===== config.mk =====
export PLATFORM = sky130hd
export DESIGN_NAME = instr_sequencer
export DESIGN_NICKNAME = d
export VERILOG_FILES = /design/src/rtl/instr_sequencer.sv
export SDC_FILE = /design/constraint.sdc
export NUM_CORES = 1
export LEC_CHECK = 0
export BUFFER_PORTS_ARGS = -buffer_cell sky130_fd_sc_hd__buf_2
export CORE_UTILIZATION = 60
export CTS_BUF_LIST = sky130_fd_sc_hd__clkbuf_16
export DETAILED_ROUTE_END_ITERATION = 16
export GPL_TIMING_DRIVEN = 0
export PLACE_DENSITY = 0.78
export SYNTH_ARGS = -nofsm -noshare
export SYNTH_HDL_FRONTEND = slang
export SYNTH_SLANG_ARGS = --single-unit

===== constraint.sdc =====
create_clock -name clk -period 5.65 [get_ports clk]
set_input_delay 0.2825 -clock clk [delete_from_list [all_inputs] [get_ports clk]]
set_output_delay 0.2825 -clock clk [all_outputs]
set_load 0.05 [all_outputs]

===== src/rtl/instr_sequencer.sv =====
// rtl/instr_sequencer.sv - instruction buffer and sequencer driving the riscv_simple datapath
// Optional issued-instruction counter is built when SEQ_CYCLE_COUNT_EN is defined.
module instr_sequencer #(
   parameter int DEPTH  = 16,
   parameter int ADDR_W = 4
) (
   input  logic              clk,
   input  logic              rst,
   input  logic              load_valid,
   output logic              load_ready,
   input  logic [ADDR_W-1:0] load_addr,
   input  logic [31:0]       load_data,
   input  logic              start,
   input  logic              halt_req,
   output logic [31:0]       instr,
   output logic              instr_valid,
   input  logic              branch_taken,
   output logic [ADDR_W-1:0] pc,
   output logic              done,
   output logic              error,
   output logic [15:0]       cycle_count
);

   localparam logic [1:0] S_IDLE = 2'd0;
   localparam logic [1:0] S_RUN  = 2'd1;
   localparam logic [1:0] S_DONE = 2'd2;
   localparam int         TW     = ADDR_W + 11;

   logic [1:0]           state;
   logic [31:0]          mem [DEPTH];
   logic [ADDR_W-1:0]    pc_q;
   logic [31:0]          cur;
   logic [12:1]          imm;
   logic signed [TW-1:0] target;
   logic                 target_bad;
   logic                 is_sentinel;

   assign cur         = mem[pc_q];
   assign is_sentinel = (cur == 32'h0);

   // B-type immediate; bit 0 is always zero so only [12:1] is kept
   assign imm    = {cur[31], cur[7], cur[30:25], cur[11:8]};
   assign target = $signed({11'b0, pc_q}) + $signed({{ADDR_W{imm[12]}}, imm[12:2]});

   // Out of range means negative or any bit at or above ADDR_W; a half-word offset is also illegal
   assign target_bad = target[TW-1] | (|target[TW-2:ADDR_W]) | imm[1];

   assign instr       = (state == S_RUN) ? cur : 32'h0;
   assign instr_valid = (state == S_RUN) && !is_sentinel;
   assign load_ready  = (state == S_IDLE);
   assign pc          = pc_q;

   always_ff @(posedge clk) begin
      if (load_valid && state == S_IDLE) begin
         mem[load_addr] <= load_data;
      end
   end

   always_ff @(posedge clk or posedge rst) begin
      if (rst) begin
         state <= S_IDLE;
         pc_q  <= '0;
         done  <= 1'b0;
         error <= 1'b0;
      end else begin
         case (state)
            S_IDLE, S_DONE: begin
               if (start) begin
                  state <= S_RUN;
                  pc_q  <= '0;
                  done  <= 1'b0;
                  error <= 1'b0;
               end else if (halt_req && state == S_DONE) begin
                  state <= S_IDLE;
                  done  <= 1'b0;
                  error <= 1'b0;
               end
            end
            S_RUN: begin
               if (halt_req) begin
                  state <= S_IDLE;
               end else if (is_sentinel) begin
                  state <= S_DONE;
                  done  <= 1'b1;
               end else if (branch_taken) begin
                  if (target_bad) begin
                     state <= S_DONE;
                     error <= 1'b1;
                  end else begin
                     pc_q <= target[ADDR_W-1:0];
                  end
               end else if (pc_q == ADDR_W'(DEPTH - 1)) begin
                  state <= S_DONE;
                  done  <= 1'b1;
               end else begin
                  pc_q <= pc_q + 1'b1;
               end
            end
            default: state <= S_IDLE;
         endcase
      end
   end

`ifdef SEQ_CYCLE_COUNT_EN
   logic [15:0] count_q;

   always_ff @(posedge clk or posedge rst) begin
      if (rst) begin
         count_q <= 16'h0;
      end else if (start && state != S_RUN) begin
         count_q <= 16'h0;
      end else if (instr_valid && count_q != 16'hFFFF) begin
         count_q <= count_q + 16'h1;
      end
   end

   assign cycle_count = count_q;
`else
   assign cycle_count = 16'h0;
`endif

endmodule


After elaboration in Yosys (flattened, before gate mapping)
Memory sizes are Yosys's and may differ from the RTL's.
Index checks and enable logic that the tools add are counted.

storage, ports and cells
  register bits = 8
  memory bits (writable) = 512
  word-level logic and storage cells = 67
  memories kept = 1

memories
  name  words  width  rd ports  clocked after Yosys merged registers in  write ports  RTL line  text
  mem   16     32     1         0                                        1            30        logic [31:0] mem [DEPTH];

cells by class
  add/sub/neg operators = 2
  equal/unequal tests = 15
  mux-type cells = 30
  bitwise logic cells = 2
  reductions and logical operators = 13

operators with widths
  operator                                                                 count
  32-bit zero test                                                         1
  32-bit two-way mux                                                       1
  4-bit two-way mux                                                        6
  2-bit two-way mux                                                        7
  5-bit by 11-bit adder with 12-bit output                                 1
  1-bit two-way mux                                                        12
  3-bit inequality test, second input constant                             4
  6-bit AND reduction                                                      2
  2-bit inequality test, second input constant                             5
  10-bit OR reduction                                                      1
  4-bit case mux with 2 select lines                                       1
  5-bit by 4-bit inequality test with 1-bit output, second input constant  1
  5-bit inequality test, second input constant                             1
  5-bit AND reduction                                                      1
  4-bit by 1-bit adder with 4-bit output, second input constant            1
  4-bit == test, second input constant                                     1
  1-bit case mux with 2 select lines                                       2
  2-bit case mux with 2 select lines                                       1
  1-bit logical AND                                                        3
  3-bit by 2-bit inequality test with 1-bit output, second input constant  1
  3-bit AND reduction                                                      1
  2-bit by 1-bit == test with 1-bit output, second input constant          1
  2-bit == test, second input constant                                     1
  2-bit zero test                                                          1
  4 further kinds                                                          5

Logic depth before layout (Yosys ltp)
Gate-level depths: netlist of the first run.
An unclocked memory read counts as a cell.

  depth after elaboration = 10
  gate-level depth with buffers = 20
  gate-level depth less buffers = 16

Worst setup path after synthesis of the first run
OpenSTA, ideal clock, no wires.

  kind = register to register
  start = register pc_q[0], in the netlist pc[0]
  end = register pc_q[3], in the netlist pc[3]
  setup time = 0.069 ns
  data arrival time = 4.837 ns
  path slack = 0.744 ns
  cell stages (with the launch flop) = 18
  buffers on the path = 4
  period minus slack after synthesis = 4.906 ns
  cell sequence = dfrtp_1 > buf_6 > buf_2 > buf_2 > buf_2 > mux4_2 > a22oi_1 > nand2_1 > ha_1 > a21o_1 > a21oi_1 > nor2b_1 > o21ai_0 > or4b_4 > a211oi_2 > o22ai_2 > or4_1 > nand3_1

on the way
  longest elaborated chain between the ends = 7
  elaborated cells between the ends (all ways) = 18
  those cells by class = 2 x add/sub; 4 x eq/ne; 6 x mux; 2 x bitwise; 3 x reduce/logical; 1 x memory

ends and longest elaborated chain
  item                                                                                        RTL line  text
  from (decl)                                                                                 31        logic [ADDR_W-1:0] pc_q;
  from (signal assigned)                                                                      90        pc_q <= target[ADDR_W-1:0];
  from (signal assigned)                                                                      96        pc_q <= pc_q + 1'b1;
  memory 16 x 32 bit                                                                          n/a
  5-bit by 11-bit adder with 12-bit output                                                    43        assign target = $signed({11'b0, pc_q}) + $signed({{ADDR_W{imm[12]}}, imm[12:2]});
  10-bit OR reduction or 4-bit two-way mux (tied branches)                                    46, 86
  1-bit bitwise OR or 4-bit two-way mux (tied branches)                                       46, 85
  1-bit bitwise OR or 4-bit two-way mux (tied branches)                                       46, 82
  3-bit inequality test (no source line) or 4-bit two-way mux (tied branches)                 n/a
  6-bit AND reduction (no source line) or 4-bit case mux with 2 select lines (tied branches)  n/a

Parallel ways exist; a longest one is shown, timed or not. The select of a mux whose other input is x is not followed.
A chain may end at the register's enable or synchronous reset.

Final worst setup path of the first run
  start = register pc_q[1], in the netlist pc[1]
  end = register pc_q[3], in the netlist pc[3]

The elaborated chain is that of the path after synthesis.

==> flow_metrics.py, run 1 <==
metrics = {
    "yosys": {
        "asyncSetResetFlopFracSynth_pct": 1.54,
        "avgSynthCellArea_sq_um": 20.5,
        "synth-simple-area-share_pct": 2.45,
        "synth-edff-count": 512,
        "synth-compound-area-share_pct": 4.63,
        "combinational_family_with_the_most_area_after_synthesis": "multiplexers",
        "sequential_to_total_area_share_from_yosys_stat_pct": 76.0,
        "post_synth_fa_ha_maj_area_fraction_pct": 0.403,
        "xor_and_xnor_area_share_after_synthesis_pct": 0.128,
        "synth_cell_types": 52,
        "post_synth_instance_area_sq_um": 20500,
        "syn-instance-count": 1001,
        "synth_seq_cells": 520,
        "synth_flop_cell": "edfxtp_1",
        "synth_mux_area_share_pct": 14.4,
        "yosysWarningCount": 0,
    },
    "status": {
        "run_status": "finished clean",
    },
    "cts": {
        "cts-buffers-inserted": 50,
        "cts.htree.levels": 2,
        "post-cts-setup-buffer-count": 0,
        "cts_tree": "yes",
        "cts.path.max_buffers": 3,
        "cts.reportedPaths.clkPinSlew_ns": 0.07,
        "clk_root_buffer_cell": "clkbuf_16",
        "cts_num_sinks": 520,
        "clock_latency_ns": 0.58,
    },
    "floorplanning": {
        "die_width_um": 187,
        "initial_core_util_pct": 61.0,
        "die_y_um": 187,
        "design.core.area_sq_um": 33600,
        "floorplan.rows": 67,
        "design.portCount": 98,
        "design.die.area_sq_um": 34900,
    },
    "placement": {
        "place.gp.congestion": 0.847,
        "dpl.hpwl_um": 32100,
        "portBuffers": 81,
        "dp_cells": 1574,
        "dpl_cell_area_sq_um": 22100,
        "pre_cts_slack_ns": -0.468,
    },
    "timing": {
        "slew_violations": 0,
        "timing_hold_violations_final": 0,
        "final_critical_path_setup_slack_ns": 0.180,
        "post-route-min-period_ns": 5.47,
        "grt_setup_unrepaired": "false",
        "slew-limit-headroom_pct": 16.6,
        "post-route-period-util_pct": 96.8,
        "final.setup.tns_ns": 0,
        "worst_hold_slack_ns": 0.0809,
        "timing.clock.skew_ns": 0.0243,
        "setup-violations-final": 0,
        "slew_at_the_pin_with_the_worst_max_slew_slack_ns": 1.25,
        "max_freq_mhz": 183,
    },
    "routing": {
        "routed_wirelength_um": 51200,
        "detailedRoute.firstPassIterationCount": 6,
        "route.detailed.wl_per_inst_um": 30.7,
        "drt_antenna_net_count": 0,
        "vias": 11200,
        "drc": 0,
        "post_drt_via_cell_ratio": 6.73,
        "first_iter_violations": 1588,
    },
    "worst_setup_path": {
        "crit_path_cell_trace": "buf_2, and2_1, clkbuf_1, clkbuf_2, buf_1, a221oi_1, o21ai_0, nand2_1, ha_1, a21o_1, a21oi_1, nor2b_1, o21ai_0, or4b_4, a211oi_2, o22ai_2, or4_1, nand3_1",
        "cp_num_buf_inv": 4,
        "crit_path_max_incr_delay_ns": 0.54,
        "path_delay_family": "compound AO/OA/AOI/OAI gates",
        "crit_slowest_cell": "buf_1",
        "cp_data_required_time_ns": 6.14,
        "critical_path_arrival_ns": 5.96,
        "cp_num_cells": 18,
        "crit_path_kind": "reg2reg",
        "launching_element_type_of_the_critical_path": "register",
        "crit_path_frequent_cell": "o21ai_0",
        "worst_r2r_path_depth": 18,
        "critPathMaxFanout": 10,
        "critical_path.endpoint_type": "register",
    },
    "finish": {
        "synth_to_layout_area_growth_pct": 15.9,
        "multi_input_area_sq_um": 4700,
        "layout-drive-gt1-share_pct": 28.9,
        "utilization_pct": 70.7,
        "nets": 1225,
        "fin_area_sq_um": 23800,
        "footprint_of_the_flip_flops_and_latches_sq_um": 15600,
        "post_layout_nonfiller_instances": 1665,
        "fill_cells": 1949,
    },
    "global_routing": {
        "pin_count_of_the_biggest_net_entering_global_routing": 24,
        "antenna_found_initial": 2,
        "grt_first_pass_wirelength_um": 74100,
        "via_count_of_the_first_global_routing_pass": 11200,
        "grt_ovf": 0,
        "global_route.usage.total_pct": 29.9,
    },
    "run": {
        "max_cap_violations": 0,
    },
    "power_and_ir_drop": {
        "pwr_density_cell_nw_per_um2": 445,
        "fin_total_pwr_mw": 10.6,
        "irDropWorstVdd_mv": 0.498,
        "cellLeakagePower_nw": 7.77,
    },
    "worst_hold_path": {
        "min-delay-path-class": "in2reg",
        "min_delay_path_depth": 1,
    },
}
==> synth_stat cells, drive strengths merged, types with 13 or more instances <==
| master | n | area [sq um] |
|---|---|---|
| a21oi | 23 | 115 |
| a221oi | 39 | 342 |
| a22oi | 22 | 165 |
| buf | 43 | 279 |
| clkbuf | 25 | 93.8 |
| edfxtp | 512 | 15400 |
| mux2i | 65 | 651 |
| mux4 | 102 | 2300 |
| nand2 | 13 | 48.8 |
| nor2 | 32 | 120 |
| o21ai | 21 | 105 |
==> path summary, 6_finish.rpt <==
kind | startpoint | endpoint | slack (ns)
max | pc[1] | pc[3] | 0.18
min in group asynchronous | rst | pc[0] | 0.23
min | load_data[2] | mem[1][2] | 0.08
min reg2reg | done | done | 0.51
max in group asynchronous | rst | state[0] | 5.14
max reg2reg | pc[1] | pc[3] | 0.18
==> worst reg2reg max path: cells and delay by family, from the launching register on <==
kind            cells  cell delay [ns]
buf+inv             4             1.54
flops               1             0.47
fa+ha+maj           1             0.29
simple gates        6             1.51
compound gates      7             1.61
==> layout make-up <==
| type | count | area share (%) |
|---|---|---|
| Clock buffer | 51 | 5.37 |
| Sequential cell | 520 | 65.6 |
| Antenna cell | 1 | 0.0105 |
| Multi-Input combinational cell | 419 | 19.8 |
| Inverter | 9 | 0.142 |
| Tap cell | 448 | 2.36 |
| Clock inverter | 40 | 1.37 |
| Timing Repair Buffer | 112 | 3.77 |
| Buffer | 65 | 1.64 |
==> sequential cells by signal (all words and copies together) (netlist names) <==
name / cells
mem: 512
pc: 4
state: 2
done: 1
error: 1
==> layer usage <==
layer / global-route usage (%) / share of wire, %
met1: 42.8 / 38
met2: 46.0 / 47
met3: 6.75 / 11
met4: 10.6 / 3.4
met5: 0.412 / 0.023
==> power breakdown <==
group / switching (mW) / internal [mW]
Combinational: 1.91 / 1.05
Clock: 1.39 / 1.87
Sequential: 0.0467 / 4.31
Total: 3.35 / 7.23
==> placed cells by master, fill, tap and decap left out, types with 3 or more instances in the layout <==
cell type,instances
a221oi_1,38
mux2i_1,65
conb_1,16
or3_1,3
ha_1,5
mux4_2,100
buf_16,4
nor3_2,4
nor2b_1,6
clkinv_1,14
buf_1,4
a22o_1,8
nand3_1,4
nor2_1,20
buf_4,22
nand2b_1,4
clkbuf_4,6
nand2_1,13
nand4_1,9
a21oi_1,23
nor2_4,12
clkbuf_2,10
clkinv_2,15
inv_1,12
buf_6,19
buf_2,86
o21a_1,3
buf_12,9
clkbuf_1,15
and2_1,8
o21ai_0,21
edfxtp_1,512
bufinv_16,5
dfrtp_1,8
clkbuf_16,51
a22oi_1,22
==> what timing repair did <==
| action | in CTS | in global routing |
|---|---|---|
| hold buffers | 2 | 0 |
| pin swaps | 0 | 0 |
| hold endpoints to repair | 9 | 0 |
| endpoints found under the setup margin | 7 | 4 |
| gates resized for setup | 10 | 17 |
==> logic make-up (layout without fill, tap and decap cells) <==
kind of cell,Yosys count,after routing
muxes,167,167
other,1,17
DFF,520,520
and+or+nand+nor,96,96
AOI/OAI and AO/OA,131,131
adders and majority gates,6,6
buffers and inverters,77,277
xor gates and xnor gates,3,3
No activity file was read; power rests on OpenSTA's default activity.
==> inputs of run 2 (changes only) <==
clock period = 5.5 ns   (was 5.65 ns; I/O delays follow)
==> flow_metrics.py, run 2 (synthesis results as in run 1) <==
metrics = {
    "worst_hold_path": {
        "min-delay-path-class": "in2reg",
    },
    "finish": {
        "layout_common_cells": "512 x edfxtp_1, 100 x mux4_2, 87 x buf_2",
        "largest_register": "mem",
        "layout-drive-gt1-share_pct": 29.3,
        "synth_to_layout_area_growth_pct": 16.0,
        "nets": 1226,
        "most_common_cell_after_layout_fill_and_taps_aside": "edfxtp_1",
        "number_of_flip_flops_under_the_largest_register_name": 512,
    },
    "routing": {
        "vias": 11200,
        "route.detailed.wl_per_inst_um": 30.6,
        "met2WireLength_um": 24000,
        "first_iter_violations": 1575,
        "detailedRoute.firstPassIterationCount": 5,
        "routed_wirelength_um": 51100,
        "met1Wirelength_um": 19900,
        "drt_antenna_net_count": 0,
        "post_drt_via_cell_ratio": 6.73,
        "length_of_routed_met3_wiring_um": 5430,
        "drc": 0,
        "highest_routed_layer": "met5",
    },
    "floorplanning": {
        "design.portCount": 98,
        "floorplan.rows": 67,
        "die_y_um": 187,
        "initial_core_util_pct": 61.0,
        "design.die.area_sq_um": 34900,
        "design.core.area_sq_um": 33600,
        "die_width_um": 187,
    },
    "worst_setup_path": {
        "critical_path.endpoint_type": "register",
        "crit_path_kind": "reg2reg",
        "critPathMaxFanout": 13,
        "launching_element_type_of_the_critical_path": "register",
        "worst-r2r-setup-slack_ns": 0.12,
        "cp_data_required_time_ns": 5.99,
        "critical_path_arrival_ns": 5.86,
    },
    "global_routing": {
        "antenna_found_initial": 2,
        "global_route.usage.total_pct": 29.8,
        "grt_first_pass_wirelength_um": 74100,
        "pin_count_of_the_biggest_net_entering_global_routing": 24,
        "via_count_of_the_first_global_routing_pass": 11200,
        "grt_ovf": 0,
    },
    "cts": {
        "cts.reportedPaths.clkPinSlew_ns": 0.07,
        "cts_num_sinks": 520,
        "cts_tree": "yes",
        "cts.htree.levels": 2,
        "cts-buffers-inserted": 50,
        "clk_root_buffer_cell": "clkbuf_16",
        "cts.path.max_buffers": 3,
        "clock_latency_ns": 0.58,
    },
    "power_and_ir_drop": {
        "pwr_density_cell_nw_per_um2": 458,
        "fin_total_pwr_mw": 10.9,
        "irDropWorstVdd_mv": 0.512,
        "cellLeakagePower_nw": 7.78,
    },
    "timing": {
        "slew_at_the_pin_with_the_worst_max_slew_slack_ns": 1.21,
        "grt_setup_unrepaired": "true",
        "post-route-min-period_ns": 5.38,
        "slew-limit-headroom_pct": 19.4,
        "setup-violations-final": 0,
        "timing.clock.skew_ns": 0.0256,
        "post-route-period-util_pct": 97.7,
        "max_freq_mhz": 186,
        "slew_violations": 0,
        "worst_hold_slack_ns": 0.0703,
        "timing_hold_violations_final": 0,
    },
    "placement": {
        "dpl.hpwl_um": 32100,
        "place.gp.congestion": 0.847,
        "portBuffers": 81,
    },
    "status": {
        "run_status": "finished clean",
    },
    "run": {
        "max_cap_violations": 0,
    },
}
-- run 2: cell count changes in the layout (fill, tap and decap cells not counted) --
cell and delta:
buf_6 +1, clkbuf_1 -2, diode_2 +2, clkbuf_4 -4, nor4b_2 +1, clkbuf_2 +1, buf_2 +1, nor4b_1 -1
dfrtp_2 +1, buf_4 +4, dfrtp_1 -1
-- run 2: metrics by stage --
stage	setup WS [ns]	util, %	instances	setup TNS, ns	cell area [sq um]
floorplan	0.594	-	1016	0	20600
global placement	-1.43	64.0	1545	-157.74	21500
detailed placement	-0.618	65.7	1574	-2.61	22100
CTS	0.00459	70.6	1665	0	23700
global route	-0.0870	70.7	1666	-0.0870	23800
finish	0.125	70.7	1668	0	23800
-- run 2: path summary, 6_finish.rpt --
check                      cells after the start          start          to
setup / recovery                              16          pc[3]       pc[3]
setup reg to reg                              16          pc[3]       pc[3]
max in group asynchronous                      3            rst       pc[0]
hold / removal                                 1  load_data[24]  mem[9][24]
hold reg to reg                                1           done        done
min in group asynchronous                      3            rst       pc[0]
-- run 2: timing repair --
action	in CTS	in global routing
endpoints found under the setup margin	8	5
hold buffers	2	0
gates resized for setup	16	17
hold endpoints to repair	9	0
buffers inserted	0	0
-- run 2: layer usage --
layer	vias to the layer above	track usage, %
met5	-	0.412
met4	2	10.5
met3	131	6.66
met2	784	45.8
met1	5775	43.0
li1	4529	-
-- run 2: area by class of cell --
| type | instances | area (sq um) |
|---|---|---|
| diodes | 3 | 7.51 |
| clock inverters | 40 | 325 |
| inverters | 9 | 33.8 |
| fillers | 1946 | 9830 |
| plain buffers | 66 | 404 |
| well taps | 448 | 561 |
| clock buffers | 51 | 1280 |
| multi-input cells | 419 | 4700 |
| flip-flops and latches | 520 | 15600 |
| repair buffers | 112 | 896 |
-- run 2: critical path, stage by stage, from the launching register on --
cell and delay [ns]:
dfrtp_1 0.48, clkbuf_1 0.42, inv_1 0.52, clkbuf_1 0.46, a221oi_1 0.49, o21ai_0 0.19
nand2_1 0.20, ha_1 0.24, a21o_1 0.18, a21oi_1 0.24, nor2b_1 0.08, o21ai_0 0.23
or4b_4 0.51, a211oi_2 0.26, o22ai_2 0.18, or4_1 0.52, nand3_1 0.09
-- run 2: report_power, final --
part,switching [mW],internal [mW]
clock,1.43,1.92
combinational,1.96,1.09
sequential,0.0476,4.43
total,3.45,7.44
==> inputs of run 3 (changes only) <==
==> constraint.sdc (replaced) <==
create_clock -name clk -period 5.5 [get_ports clk]
set_input_delay 0.825 -clock clk [delete_from_list [all_inputs] [get_ports clk]]
set_output_delay 0.825 -clock clk [all_outputs]
set_load 0.05 [all_outputs]
==> flow_metrics.py, run 3 (synthesis results as in run 1) <==
metrics = {
    "timing": {
        "slew-limit-headroom_pct": 17.8,
        "max_freq_mhz": 187,
        "timing.clock.skew_ns": 0.0235,
        "slew_at_the_pin_with_the_worst_max_slew_slack_ns": 1.23,
        "final.setup.tns_ns": 0,
        "slew_violations": 0,
        "grt_setup_unrepaired": "false",
        "worst_hold_slack_ns": 0.219,
        "setup-violations-final": 0,
        "post-route-min-period_ns": 5.35,
        "post-route-period-util_pct": 97.3,
        "timing_hold_violations_final": 0,
    },
    "power_and_ir_drop": {
        "sequentialPowerShare_pct": 40.8,
        "pwr_density_cell_nw_per_um2": 459,
        "p_comb_share_pct": 28.7,
        "power_frac_clock_pct": 30.6,
        "irDropWorstVdd_mv": 0.512,
        "power_switching_share_pct": 31.8,
        "net_switching_power_mw": 3.48,
        "intPower_mw": 7.49,
        "cellLeakagePower_nw": 7.83,
    },
    "global_routing": {
        "antenna_found_initial": 4,
        "grt_first_pass_wirelength_um": 74100,
        "via_count_of_the_first_global_routing_pass": 11200,
        "pin_count_of_the_biggest_net_entering_global_routing": 24,
        "global_route.usage.total_pct": 29.9,
        "grt_ovf": 0,
    },
    "finish": {
        "nets": 1231,
        "synth_to_layout_area_growth_pct": 16.6,
        "utilization_pct": 71.1,
        "number_of_flip_flops_under_the_largest_register_name": 512,
        "fin_area_sq_um": 23900,
        "footprint_of_the_flip_flops_and_latches_sq_um": 15600,
        "layout-drive-gt1-share_pct": 30.5,
        "largest_register": "mem",
        "fill_cells": 1928,
        "multi_input_area_sq_um": 4740,
        "most_common_cell_after_layout_fill_and_taps_aside": "edfxtp_1",
        "layout_common_cells": "512 x edfxtp_1, 100 x mux4_2, 85 x buf_2",
        "post_layout_nonfiller_instances": 1672,
    },
    "placement": {
        "portBuffers": 81,
        "place.gp.congestion": 0.847,
        "dpl_cell_area_sq_um": 22100,
        "dpl.hpwl_um": 32100,
        "dp_cells": 1574,
    },
    "worst_setup_path": {
        "launching_element_type_of_the_critical_path": "register",
        "critPathMaxFanout": 10,
        "crit_slowest_cell": "dfrtp_2",
        "cp_data_required_time_ns": 4.68,
        "cp_num_buf_inv": 6,
        "crit_path_max_incr_delay_ns": 0.51,
        "path_delay_family": "buffers and inverters",
        "crit_path_kind": "reg2out",
        "crit_path_frequent_cell": "buf_6",
        "crit_path_cell_trace": "buf_6, buf_6, buf_6, buf_6, buf_4, mux2i_1, a221oi_1, a22oi_1, nand4_1, nor4b_2, nand4_1, nor2_2, nor2_1, buf_2",
        "critical_path.endpoint_type": "output port",
        "critical_path_arrival_ns": 4.53,
    },
    "floorplanning": {
        "design.portCount": 98,
        "floorplan.rows": 67,
        "initial_core_util_pct": 61.0,
        "design.core.area_sq_um": 33600,
        "design.die.area_sq_um": 34900,
        "die_width_um": 187,
        "die_y_um": 187,
    },
    "cts": {
        "cts_tree": "yes",
        "cts.reportedPaths.clkPinSlew_ns": 0.06,
        "cts.path.max_buffers": 3,
        "cts_num_sinks": 520,
        "cts_hold_repair.buffers": 0,
        "cts-buffers-inserted": 50,
        "clk_root_buffer_cell": "clkbuf_16",
        "clock_latency_ns": 0.57,
        "cts.htree.levels": 2,
    },
    "routing": {
        "first_iter_violations": 1548,
        "post_drt_via_cell_ratio": 6.69,
        "drt_antenna_net_count": 0,
        "met2WireLength_um": 23900,
        "drc": 0,
        "vias": 11200,
        "route.detailed.wl_per_inst_um": 30.6,
        "length_of_routed_met3_wiring_um": 5320,
        "met1Wirelength_um": 20100,
        "routed_wirelength_um": 51200,
        "highest_routed_layer": "met5",
        "detailedRoute.firstPassIterationCount": 5,
    },
    "status": {
        "run_status": "finished clean",
    },
    "run": {
        "max_cap_violations": 0,
    },
    "worst_hold_path": {
        "min-delay-path-class": "in2async",
    },
}
[run 3: changes by cell type in the layout (fill, tap and decap cells not counted), sizes merged]
cell         change
clkinvlp         +1
clkbuf           +2
diode            -1
inv              -1
buf              +5
dlygate4sd3      -2
[run 3: final timing paths]
kind	startpoint	end	slack, ns	cells past startpoint
max in group asynchronous	rst	pc[0]	5.00	2
min in group clk	done	done	0.51	1
min reg2reg	done	done	0.51	1
min	rst	pc[0]	0.22	2
max	pc[0]	instr_valid	0.15	14
max reg2reg	pc[0]	pc[3]	0.24	18
[run 3: through the flow]
stage          setup WS [ns]  power, mW
5_1_grt              0.00756       11.3
3_5_place_dp          -0.618       7.53
2_1_floorplan          0.594       6.62
6_report               0.150       11.0
4_1_cts              0.00682       10.9
3_3_place_gp           -1.70       7.45
[run 3: per-layer routing]
layer | track usage (%) | vias to the layer above
met1 | 43.0 | 5757
met5 | 0.412 | -
li1 | - | 4541
met2 | 45.7 | 769
met4 | 10.8 | 4
met3 | 6.81 | 123
[run 3: worst register-to-register path, delay by kind of cell (launching register included)]
family	cells	cell delay, ns
muxes	1	0.14
DFF	1	0.51
and+or+nand+nor	5	1.41
buffers and inverters	4	1.21
adders and majority gates	1	0.25
AOI/OAI and AO/OA	7	1.66
[run 3: final cells by class]
cell class,count,area share [%]
multi-input cells,419,19.9
clock buffers,51,5.34
clock inverters,40,1.36
repair buffers,116,3.85
well taps,448,2.35
diodes,2,0.0209
inverters,9,0.157
flip-flops and latches,520,65.2
plain buffers,67,1.88
[run 3: timing repair]
| item | CTS | global route |
|---|---|---|
| setup buffers | 0 | 6 |
| gates resized for setup | 34 | 26 |
| pin swaps | 0 | 1 |
| endpoints found under the setup margin | 9 | 3 |
[run 3: power groups by stage]
stage	Sequential, mW	Clock, mW	Combinational [mW]
after floorplan	4.58	0	2.04
after global placement	4.55	0	2.90
after detailed placement	4.55	0	2.97
after CTS	4.47	3.37	3.05
after global routing	4.47	3.52	3.30
final	4.47	3.35	3.14
